### src/rtl/booth_mac_acc.sv
// Saturating multiply-accumulate back end for the 8x8 radix-4 Booth multiplier.
// Sums a programmed count of signed 16-bit products and holds the result until it is accepted.
module booth_mac_acc #(
    parameter int ACC_W = 24,
    parameter int LEN_W = 8
) (
    input  logic                    clk,
    input  logic                    rst,
    input  logic                    start,
    input  logic [LEN_W-1:0]        len,
    input  logic                    prod_valid,
    input  logic signed [15:0]      prod,
    output logic                    prod_ready,
    output logic                    acc_valid,
    output logic signed [ACC_W-1:0] acc_out,
    input  logic                    acc_ready,
    output logic                    busy,
    output logic                    ovf
);

    localparam logic [1:0] IDLE  = 2'd0;
    localparam logic [1:0] ACCUM = 2'd1;
    localparam logic [1:0] HOLD  = 2'd2;

    localparam logic [ACC_W-1:0] ACC_MAX  = {1'b0, {(ACC_W-1){1'b1}}};
    localparam logic [ACC_W-1:0] ACC_MIN  = {1'b1, {(ACC_W-1){1'b0}}};
    localparam logic [LEN_W-1:0] CNT_ONE  = {{(LEN_W-1){1'b0}}, 1'b1};
    localparam logic [LEN_W-1:0] CNT_ZERO = {LEN_W{1'b0}};

    // Returns {saturated_flag, clamped_sum}; one guard bit detects overflow.
    function automatic logic [ACC_W:0] sat_add(input logic [ACC_W-1:0] a, input logic [15:0] p);
        logic [ACC_W:0] sum_v;
        sum_v = {a[ACC_W-1], a} + {{(ACC_W-15){p[15]}}, p};
        if (sum_v[ACC_W] != sum_v[ACC_W-1]) begin
            if (sum_v[ACC_W]) begin
                return {1'b1, ACC_MIN};
            end else begin
                return {1'b1, ACC_MAX};
            end
        end else begin
            return {1'b0, sum_v[ACC_W-1:0]};
        end
    endfunction

    logic [1:0]       state_r, state_s;
    logic [ACC_W-1:0] acc_r, acc_s;
    logic [ACC_W-1:0] acc_out_r, acc_out_s;
    logic [LEN_W-1:0] cnt_r, cnt_s;
    logic             ovf_r, ovf_s;
    logic             prod_ready_r, acc_valid_r, busy_r;
    logic             transfer_s;
    logic [ACC_W:0]   sat_s;

    assign transfer_s = prod_valid & prod_ready_r;
    assign sat_s      = sat_add(acc_r, prod);

    // Next-state, accumulator and count update logic.
    always_comb begin
        state_s   = state_r;
        acc_s     = acc_r;
        acc_out_s = acc_out_r;
        cnt_s     = cnt_r;
        ovf_s     = ovf_r;
        case (state_r)
            IDLE: begin
                if (start) begin
                    acc_s = {ACC_W{1'b0}};
                    ovf_s = 1'b0;
                    if (len != CNT_ZERO) begin
                        cnt_s   = len;
                        state_s = ACCUM;
                    end else begin
                        acc_out_s = {ACC_W{1'b0}};
                        state_s   = HOLD;
                    end
                end else begin
                    state_s = IDLE;
                end
            end
            ACCUM: begin
                if (transfer_s) begin
                    acc_s = sat_s[ACC_W-1:0];
                    ovf_s = ovf_r | sat_s[ACC_W];
                    cnt_s = cnt_r - CNT_ONE;
                    if (cnt_r == CNT_ONE) begin
                        acc_out_s = sat_s[ACC_W-1:0];
                        state_s   = HOLD;
                    end else begin
                        state_s = ACCUM;
                    end
                end else begin
                    state_s = ACCUM;
                end
            end
            HOLD: begin
                if (acc_ready) begin
                    state_s = IDLE;
                end else begin
                    state_s = HOLD;
                end
            end
            default: begin
                state_s = IDLE;
            end
        endcase
    end

    // State registers; handshake flags are decoded from the next state so they track state exactly.
    always_ff @(posedge clk) begin
        if (rst) begin
            state_r      <= IDLE;
            acc_r        <= {ACC_W{1'b0}};
            acc_out_r    <= {ACC_W{1'b0}};
            cnt_r        <= CNT_ZERO;
            ovf_r        <= 1'b0;
            prod_ready_r <= 1'b0;
            acc_valid_r  <= 1'b0;
            busy_r       <= 1'b0;
        end else begin
            state_r      <= state_s;
            acc_r        <= acc_s;
            acc_out_r    <= acc_out_s;
            cnt_r        <= cnt_s;
            ovf_r        <= ovf_s;
            prod_ready_r <= (state_s == ACCUM);
            acc_valid_r  <= (state_s == HOLD);
            busy_r       <= (state_s != IDLE);
        end
    end

    assign prod_ready = prod_ready_r;
    assign acc_valid  = acc_valid_r;
    assign acc_out    = acc_out_r;
    assign busy       = busy_r;
    assign ovf        = ovf_r;

endmodule

### config.mk
export PLATFORM = sky130hd
export DESIGN_NAME = booth_mac_acc
export DESIGN_NICKNAME = d
export VERILOG_FILES = /design/src/rtl/booth_mac_acc.sv
export SDC_FILE = /design/constraint.sdc
export NUM_CORES = 1
export LEC_CHECK = 0
export BUFFER_PORTS_ARGS = -buffer_cell sky130_fd_sc_hd__buf_2
export CORE_MARGIN = 2
export CORE_UTILIZATION = 30
export DETAILED_ROUTE_END_ITERATION = 10
export PLACE_DENSITY = 0.47
export SLEW_MARGIN = 20
export SYNTH_ARGS = -nofsm -noshare
export SYNTH_HDL_FRONTEND = slang
export SYNTH_SLANG_ARGS = --single-unit
### constraint.sdc
create_clock -name clk -period 3.6 [get_ports clk]
set_clock_uncertainty 0.2 [all_clocks]
set_input_delay 0.72 -clock clk [delete_from_list [all_inputs] [get_ports clk]]
set_output_delay 0.72 -clock clk [all_outputs]
set_load 0.01 [all_outputs]
# Word level (Yosys, flattened, before mapping)
# Cells that the tools add are included.
# op_classes
div	0
reduce_logical	7
shifts	0
order_cmp	0
n_addsub	2
muxes	23
mul	0
eq_ne	11
n_bitwise	2
# ops
cell	count
$mux W24	7
$pmux W24 S2	2
$add A24 B16 Y25	1
$mux W25	1
$mux W8	3
$pmux W8 S2	1
$mux W2	5
$ne A2 B2 Y1 const B	5
$eq A8 B1 Y1 const B	1
$reduce_bool A8 Y1	1
$sub A8 B1 Y8 const B	1
$pmux W2 S3	1
$reduce_and A5 Y1	1
$eq A2 B1 Y1 const B	2
$eq A2 B2 Y1 const B	2
$reduce_and A4 Y1	1
$reduce_bool A2 Y1	2
$reduce_and A3 Y1	1
$logic_not A2 Y1	1
$mux W1	2
$pmux W1 S2	1
$and A1 B1 Y1	1
$ne A1 B1 Y1	1
$or A1 B1 Y1	1
# word_totals
memories	0
latch_bits	0
romBits	0
mem_bits_rw	0
regBits	62
wordCells	53

# Depth between registers and ports, before layout
# Gate-level depths: netlist of run 1.
# depth
depth_word	6
depth_mapped	10

# Least setup slack after synthesis of run 1
# Ideal clock, no wire load.
# synth_timing
path_type	in2reg
startpoint	input prod[12]
endpoint	register acc_out_r[22], in the netlist acc_out[22]
stages	9
t_arrival_ns	2.933
slack_ns	0.350
path_cell_list	ha_1 buf_4 nand4_2 or3_1 a211o_1 a21boi_2 a2111oi_2 or4_1 a32o_1
# synth_between
elab_chain_cells	6
# synth_lines
item	line_no	source
start, declared	12	input logic signed [15:0] prod,
$add A24 B16 Y25 (*)	33	sum_v = {a[ACC_W-1], a} + {{(ACC_W-15){p[15]}}, p};
$mux W24 or $ne A1 B1 Y1 (tied branches)	35, 34	
$mux W25 (*)	34	if (sum_v[ACC_W] != sum_v[ACC_W-1]) begin
$mux W24 (*)	85	if (cnt_r == CNT_ONE) begin
$mux W24 (*)	81	if (transfer_s) begin
$pmux W24 S2 (*)	64	case (state_r)
end signal, assigned	113	acc_out_r <= {ACC_W{1'b0}};
end signal, assigned	122	acc_out_r <= acc_out_s;
end, declared	47	logic [ACC_W-1:0] acc_out_r, acc_out_s;
# Every way passes the cells marked *; elsewhere a longest branch is shown, timed or not. The select of a mux whose other input is x is not followed.
# A chain may end at the register's enable or synchronous reset.

# Worst setup path in the final report of run 1
# layout_timing
startpoint	input prod[9]
endpoint	register acc_out_r[22], in the netlist acc_out[22]
# Same word-level chain as after synthesis.

==> results of run 1 <==
-- layer usage --
layer | GRT usage | vias up | share of wire
li1 | - | 1928 | -
met1 | 0.226 | 1663 | 0.51
met2 | 0.254 | 50 | 0.44
met3 | 0.0332 | 13 | 0.030
met5 | 0 | - | 0
met4 | 0.0563 | 0 | 0.016
-- placed cells by master, fill, tap and decap left out, types with 13 or more instances in the layout --
| cell | instances |
|---|---|
| sky130_fd_sc_hd__dfxtp_1 | 62 |
| sky130_fd_sc_hd__ha_1 | 26 |
| sky130_fd_sc_hd__a21o_1 | 13 |
| sky130_fd_sc_hd__nor3_1 | 22 |
| sky130_fd_sc_hd__a21oi_1 | 32 |
| sky130_fd_sc_hd__buf_2 | 56 |
| sky130_fd_sc_hd__nor2_1 | 37 |
| sky130_fd_sc_hd__o21ai_1 | 18 |
| sky130_fd_sc_hd__a211oi_1 | 14 |
| sky130_fd_sc_hd__o21ai_0 | 55 |
| sky130_fd_sc_hd__nand2_1 | 75 |
| sky130_fd_sc_hd__buf_4 | 22 |
-- where the power goes --
group,total (µW),switching [µW],internal (µW)
Sequential,731,18.0,713
Combinational,391,232,160
Clock,810,330,480
Total,1930,580,1350
-- area by class of cell --
type | count | share of cell area
inverters | 8 | 0.00645
clock inverters | 6 | 0.00806
multi-input cells | 398 | 0.522
well taps | 172 | 0.0462
repair buffers | 79 | 0.0999
clock buffers | 10 | 0.0513
flip-flops and latches | 62 | 0.266
-- cells by family after synthesis --
kind of cell,after synthesis
mux,1
flops,62
simple gates,179
xor+xnor,14
compound gates,177
fa+ha+maj,27
buf+inv,31
-- critical path, delay by kind of cell --
kind | cells | cell delay [ns]
fa+ha+maj | 1 | 0.35
simple gates | 4 | 1.23
buf+inv | 1 | 0.10
compound gates | 3 | 0.77
-- flip-flops by register name (all words and copies together), names as in the netlist --
signal / cells
ovf: 1
state_r: 2
prod_ready: 1
acc_out: 24
acc_r: 24
busy: 1
cnt_r: 8
acc_valid: 1
-- how the worst max path moves through the flow --
stage          startpoint          end  slack (ns)  depth (start not counted)
2_1_floorplan    prod[12]  acc_out[22]        0.35                          9
3_3_place_gp      prod[0]  acc_out[22]        0.14                         10
3_5_place_dp      prod[9]  acc_out[22]        0.07                          9
4_1_cts           prod[9]  acc_out[22]        0.41                          9
5_1_grt           prod[0]    acc_r[18]        0.16                         11
6_report          prod[9]  acc_out[22]        0.44                          9
-- through the flow --
step,setup WS (ns),area [µm²],power [µW]
2_1_floorplan,0.350,3790,1020
3_3_place_gp,0.144,4380,1130
3_5_place_dp,0.0735,4380,1140
4_1_cts,0.406,4650,1960
5_1_grt,0.157,4660,2040
6_report,0.439,4660,1930
==> results.txt, run 1 <==
----------------------------------------------------
[Worst hold path]
  Number of instances on the worst hold path ... 2
  Origin of the worst min-delay path ... acc_out[19]
  Hold WC Path Type ... register to register
  Worst Hold Endpoint ... acc_out[19]

[Setup path]
  Worst-case register-to-register setup slack ... 0.60 ns
  Cell with the biggest individual delay on the critical path ... sky130_fd_sc_hd__or4_1
  Start-to-end type of the worst setup path ... primary input to register
  Path depth of the worst reg2reg path ... 8
  Critical R2R Capture ... acc_out[22]
  Crit-path max FO ... 6
  Arrival @ worst endpoint ... 3.18 ns
  Stage delay of the slowest cell on the critical path ... 0.56 ns
  Critical register-to-register path startpoint ... acc_r[11]
  WP data required ... 3.62 ns
  CP Launch Type ... primary input
  Cells traversed along the worst timing path ... buf_2 -> ha_1 -> nand2_1 -> nor3_1 -> nand3_1 -> a211oi_1 -> a211oi_4 -> or4_1 -> a32o_1
  Kind of end point of the critical path ... register

[GRT]
  Initial antenna violation count ... 0
  Via count of the first global-routing pass ... 3541
  Maximum number of pins on one net before global-route repair ... 24
  Global-route usage over all layers ... 0.164
  GRT Residual Overflow ... 0
  Wire length of the first global-routing pass ... 17400 µm

[Yosys]
  Most instantiated cells after synthesis ... sky130_fd_sc_hd__nand2_1 (75), sky130_fd_sc_hd__dfxtp_1 (62), sky130_fd_sc_hd__o21ai_0 (55)
  Post-synthesis simple-gate area fraction ... 0.216
  Xor/xnor share of the synthesized area ... 0.0323
  Leading post-synthesis cells by cell area ... sky130_fd_sc_hd__dfxtp_1 (33%), sky130_fd_sc_hd__ha_1 (8.6%), sky130_fd_sc_hd__nand2_1 (7.4%), sky130_fd_sc_hd__o21ai_0 (7.3%), sky130_fd_sc_hd__a21oi_1 (4.2%)
  Proportion of netlist area held by the largest area contributor ... 0.327
  Number of enable-type register cells in the synthesized netlist ... 0
  Combinational family with the most area after synthesis ... compound AO/OA/AOI/OAI gates
  FFs w/ async S/R, synth ... 0
  Most frequent cell after synthesis ... sky130_fd_sc_hd__nand2_1
  Unique cell type count in the Yosys netlist ... 53
  Post-synth top flop ... sky130_fd_sc_hd__dfxtp_1
  Synthesized instance count ... 491
  Area leader, netlist ... sky130_fd_sc_hd__dfxtp_1
  Register area share after synthesis ... 0.327
  Adder and majority gate portion of the synthesized area ... 0.0911
  Compound-cell area share of the yosys netlist ... 0.294
  Mean post-synth cell area ... 7.72 µm²
  Post-synthesis register bit count ... 62
  Post-synth design cell area ... 0.00379 mm²
  Multiplexer share of the synthesized area ... 0.00264
  Number of nets in the synthesized netlist ... 547
  Yosys warns ... 0

[Timing]
  Part of the cycle the worst path needs ... 0.878
  Relative max-transition margin ... 0.523
  Minimum clock period ... 3.16 ns
  Max-slew violation total from the final report ... 0
  Worst-margin pin slew ... 0.714 ns
  RSZ-0062 raised after global routing ... no
  Setup_tns ... 0 ns
  Setup violations, final ... 0
  Maximum clock rate ... 316 MHz
  Final-layout worst hold slack ... 0.243 ns
  Hold Violations, Final ... 0

[Route]
  Total DRC errors in the routed layout ... 0
  Number of DRC violations after detailed-routing iteration 0 ... 139
  Detailed Routing Iterations Pass 1 ... 4
  Vias per cell ... 4.97
  Routed WL per cell ... 14.2 µm
  Total detailed-routing wirelength ... 10400 µm
  Detailed-route via count ... 3654
  Post-route antenna net violation count ... 0

[Power and ir drop]
  Peak VDD IR ... 190 µV
  Areal power density over the cells ... 415 mW/mm²
  Static Leak ... 0.00200 µW

[Final layout]
  Layout filler cell count ... 1335
  Post-Layout Cell Count ... 735
  # diodes ... 0
  Final layout net count ... 614
  Sequential standard cell area ... 0.00124 mm²
  Layout cells sized above 1 ... 0.190
  Area added between synthesis and finish ... 22.8%
  Utilization after layout ... 0.374
  Area taken by multi-input logic gates ... 0.00243 mm²

[Placed design]
  Cell count after placement ... 719
  DPL Wire Length ... 7910 µm
  Count of buffers inserted at the top-level ports ... 56
  Routability congestion estimate from global placement ... 0.861

[Die]
  Effective utilization at floorplan ... 0.304
  Placement Rows ... 41
  Floorplan core area ... 0.0125 mm²
  Die H ... 116 µm
  Area of the die ... 0.0136 mm²
  X dimension of the die ... 116 µm
  IO Pins ... 57

[Flow run]
  Max capacitance violation total ... 0

[Clock tree]
  Clk pin slew, worst setup/hold paths ... 0.05 ns
  Number of buffers added by the clock tree synthesis step ... 9
  Total number of clock tree sinks ... 62
  Number of buffers inserted to repair setup after CTS ... 0
  Count of hold-fix buffers inserted at cts ... 0
  CTS Buffer Depth ... 2
  Buffer cell driving the clock tree root ... sky130_fd_sc_hd__clkbuf_16
  Skew-Pair Late Insertion Delay ... 0.33 ns
  Deepest level of the CTS H-tree ... 3
  Number of resized instances in the post-cts repair step ... 0
  TritonCTS clock tree ... yes

[Run status]
  Run status ... completed

----------------------------------------------------
No activity file was read; power rests on OpenSTA's default activity.
==> inputs of run 2 (changes only) <==
- CORE_UTILIZATION: 30 -> 42
- PLACE_DENSITY: 0.47 -> 0.62
==> results.txt, run 2 (same netlist as run 1, synthesis figures left out) <==
----------------------------------------------------
[Setup path]
  Cells traversed along the worst timing path ... buf_2 -> ha_1 -> fa_1 -> a211oi_1 -> o211ai_1 -> nand3_1 -> a211oi_1 -> a211oi_4 -> or4_1 -> a32o_1
  Cell with the biggest individual delay on the critical path ... sky130_fd_sc_hd__or4_1
  Critical R2R Capture ... acc_r[22]
  Crit-path max FO ... 5 (-1)
  Stage delay of the slowest cell on the critical path ... 0.57 ns (about the same)
  Critical register-to-register path startpoint ... acc_r[0]
  Start-to-end type of the worst setup path ... primary input to register
  Top cell by count, worst path ... sky130_fd_sc_hd__a211oi_1
  Path depth of the worst reg2reg path ... 9 (+1)
  Arrival @ worst endpoint ... 3.24 ns (+0.06 ns)
  Cell family with the largest share of critical-path delay ... compound AO/OA/AOI/OAI gates
  Crit path buf inv count ... 1 (unchanged)
  WP data required ... 3.64 ns (+0.02 ns)
  Worst-case register-to-register setup slack ... 0.51 ns (-0.09 ns)
  Kind of end point of the critical path ... register
  CP Launch Type ... primary input

[Worst hold path]
  Number of instances on the worst hold path ... 2 (unchanged)
  Worst Hold Endpoint ... acc_out[7]
  Origin of the worst min-delay path ... acc_out[7]
  Hold WC Path Type ... register to register

[Final layout]
  # diodes ... 0 (unchanged)
  Final layout net count ... 613 (-0.16%)
  Area taken by multi-input logic gates ... 0.00242 mm² (-0.31%)
  Layout cells sized above 1 ... 0.187 (-0.00322)
  Utilization after layout ... 0.515 (+0.142)
  Commonest non-fill, non-tap cells in the layout ... sky130_fd_sc_hd__nand2_1 (75), sky130_fd_sc_hd__dfxtp_1 (62), sky130_fd_sc_hd__buf_2 (56)
  Sequential standard cell area ... 0.00124 mm² (unchanged)
  Layout filler cell count ... 890 (-33%)
  Post-Layout Cell Count ... 670 (-8.8%)
  Area added between synthesis and finish ... 18.5%
  Commonest non-fill, non-tap cell in the layout ... sky130_fd_sc_hd__nand2_1

[Timing]
  Worst-margin pin slew ... 1.06 ns (+0.347 ns)
  Max-slew violation total from the final report ... 0 (unchanged)
  Setup_tns ... 0 ns (unchanged)
  Maximum clock rate ... 313 MHz (-1.0%)
  Setup violations, final ... 0 (unchanged)
  Relative max-transition margin ... 0.290 (-0.233)
  Minimum clock period ... 3.19 ns (+0.0335 ns)
  Hold Violations, Final ... 0 (unchanged)
  Final-layout worst hold slack ... 0.246 ns (+0.00260 ns)
  Part of the cycle the worst path needs ... 0.887 (+0.00931)
  RSZ-0062 raised after global routing ... no

[Route]
  Detailed-route via count ... 3749 (+2.6%)
  Detailed-routing wirelength on met1 ... 4860 µm (-9.2%)
  Detailed Routing Iterations Pass 1 ... 4 (unchanged)
  Vias per cell ... 5.60 (+13%)
  Top Metal Used ... met4
  Routed wire length on met2 ... 4560 µm (-1.1%)
  Post-route antenna net violation count ... 0 (unchanged)
  Total DRC errors in the routed layout ... 0 (unchanged)
  Amount of wire on met3 after detailed routing ... 392 µm (+25%)
  Routed WL per cell ... 14.9 µm (+5.1%)
  Total detailed-routing wirelength ... 10000 µm (-4.2%)
  Number of DRC violations after detailed-routing iteration 0 ... 140 (+0.72%)

[Die]
  Area of the die ... 0.00981 mm² (-28%)
  Floorplan core area ... 0.00872 mm² (-30%)
  IO Pins ... 57 (unchanged)
  Placement Rows ... 34 (-17%)
  Effective utilization at floorplan ... 0.435 (+0.131)
  Die H ... 99.0 µm (-15%)
  X dimension of the die ... 99.0 µm (-15%)

[GRT]
  Initial antenna violation count ... 0 (unchanged)
  Wire length of the first global-routing pass ... 17000 µm (-2.2%)
  GRT Residual Overflow ... 0 (unchanged)
  Via count of the first global-routing pass ... 3671 (+3.7%)
  Global-route usage over all layers ... 0.213 (+0.0498)
  Maximum number of pins on one net before global-route repair ... 24 (unchanged)

[Clock tree]
  Number of resized instances in the post-cts repair step ... 0 (unchanged)
  Deepest level of the CTS H-tree ... 3 (unchanged)
  Skew-Pair Late Insertion Delay ... 0.35 ns (+0.02 ns)
  Count of hold-fix buffers inserted at cts ... 0 (unchanged)
  Clk pin slew, worst setup/hold paths ... 0.07 ns (+0.02 ns)
  CTS Buffer Depth ... 2 (unchanged)
  TritonCTS clock tree ... yes
  Buffer cell driving the clock tree root ... sky130_fd_sc_hd__clkbuf_8
  Number of buffers added by the clock tree synthesis step ... 9 (unchanged)
  Number of buffers inserted to repair setup after CTS ... 0 (unchanged)
  Total number of clock tree sinks ... 62 (unchanged)

[Power and ir drop]
  Peak VDD IR ... 167 µV (-12%)
  Areal power density over the cells ... 403 mW/mm² (-2.7%)
  Post-route total power ... 1810 µW (-6.1%)
  Static Leak ... 0.00196 µW (-1.9%)

[Placed design]
  Count of buffers inserted at the top-level ports ... 56 (unchanged)
  Routability congestion estimate from global placement ... 0.912 (+5.9%)
  Cell count after placement ... 654 (-9.0%)
  DPL Wire Length ... 7450 µm (-5.7%)

[Flow run]
  Max capacitance violation total ... 0 (unchanged)

[Run status]
  Run status ... completed

----------------------------------------------------
==> run 2: power by group <==
group	switching, µW	total, µW	leakage [µW]	internal (µW)
Combinational	231	387	0.00135	156
Sequential	17.9	729	0.000503	711
Clock	306	697	0.000106	392
Total	555	1810	0.00196	1260
==> run 2: area by class of cell <==
type | instances | share of cell area
clock buffer | 9 | 0.0276
clock inverter | 7 | 0.0217
inverter | 8 | 0.00668
multi-input combinational | 398 | 0.539
sequential | 62 | 0.276
tap | 108 | 0.0301
timing repair buffer | 78 | 0.0991
==> run 2: per-layer routing <==
metal  global-route usage  up-vias
li1                     -     1921
met1                0.279     1742
met2                0.347       72
met3               0.0418       14
met4               0.0822        0
met5                    0        -
==> run 2: worst max-delay path by stage <==
stage | start | endpoint | slack [ns] | depth (start not counted)
after CTS | prod[0] | acc_out[22] | 0.43 | 10
after global placement | prod[14] | acc_out[22] | 0.11 | 9
after global routing | state_r[0] | acc_out[13] | 0.29 | 8
after floorplan | prod[12] | acc_out[22] | 0.35 | 9
final | prod[0] | acc_r[22] | 0.41 | 10
after detailed placement | prod[0] | acc_out[22] | 0.04 | 10
==> run 2: per-stage QoR <==
stage,setup slack [ns],instance area (µm²)
detailed placement,0.0388,4270
floorplan,0.350,3790
CTS,0.430,4500
global route,0.290,4500
finish,0.406,4500
global placement,0.105,4270
==> run 2: worst register-to-register path, cell delays in order, from the launching register on <==
cell,delay [ns]
sky130_fd_sc_hd__dfxtp_1,0.34
sky130_fd_sc_hd__ha_1,0.23
sky130_fd_sc_hd__fa_1,0.25
sky130_fd_sc_hd__a211oi_1,0.10
sky130_fd_sc_hd__o211ai_1,0.30
sky130_fd_sc_hd__nand3_1,0.21
sky130_fd_sc_hd__a211oi_1,0.41
sky130_fd_sc_hd__a211oi_4,0.09
sky130_fd_sc_hd__or4_1,0.57
sky130_fd_sc_hd__a32o_1,0.28
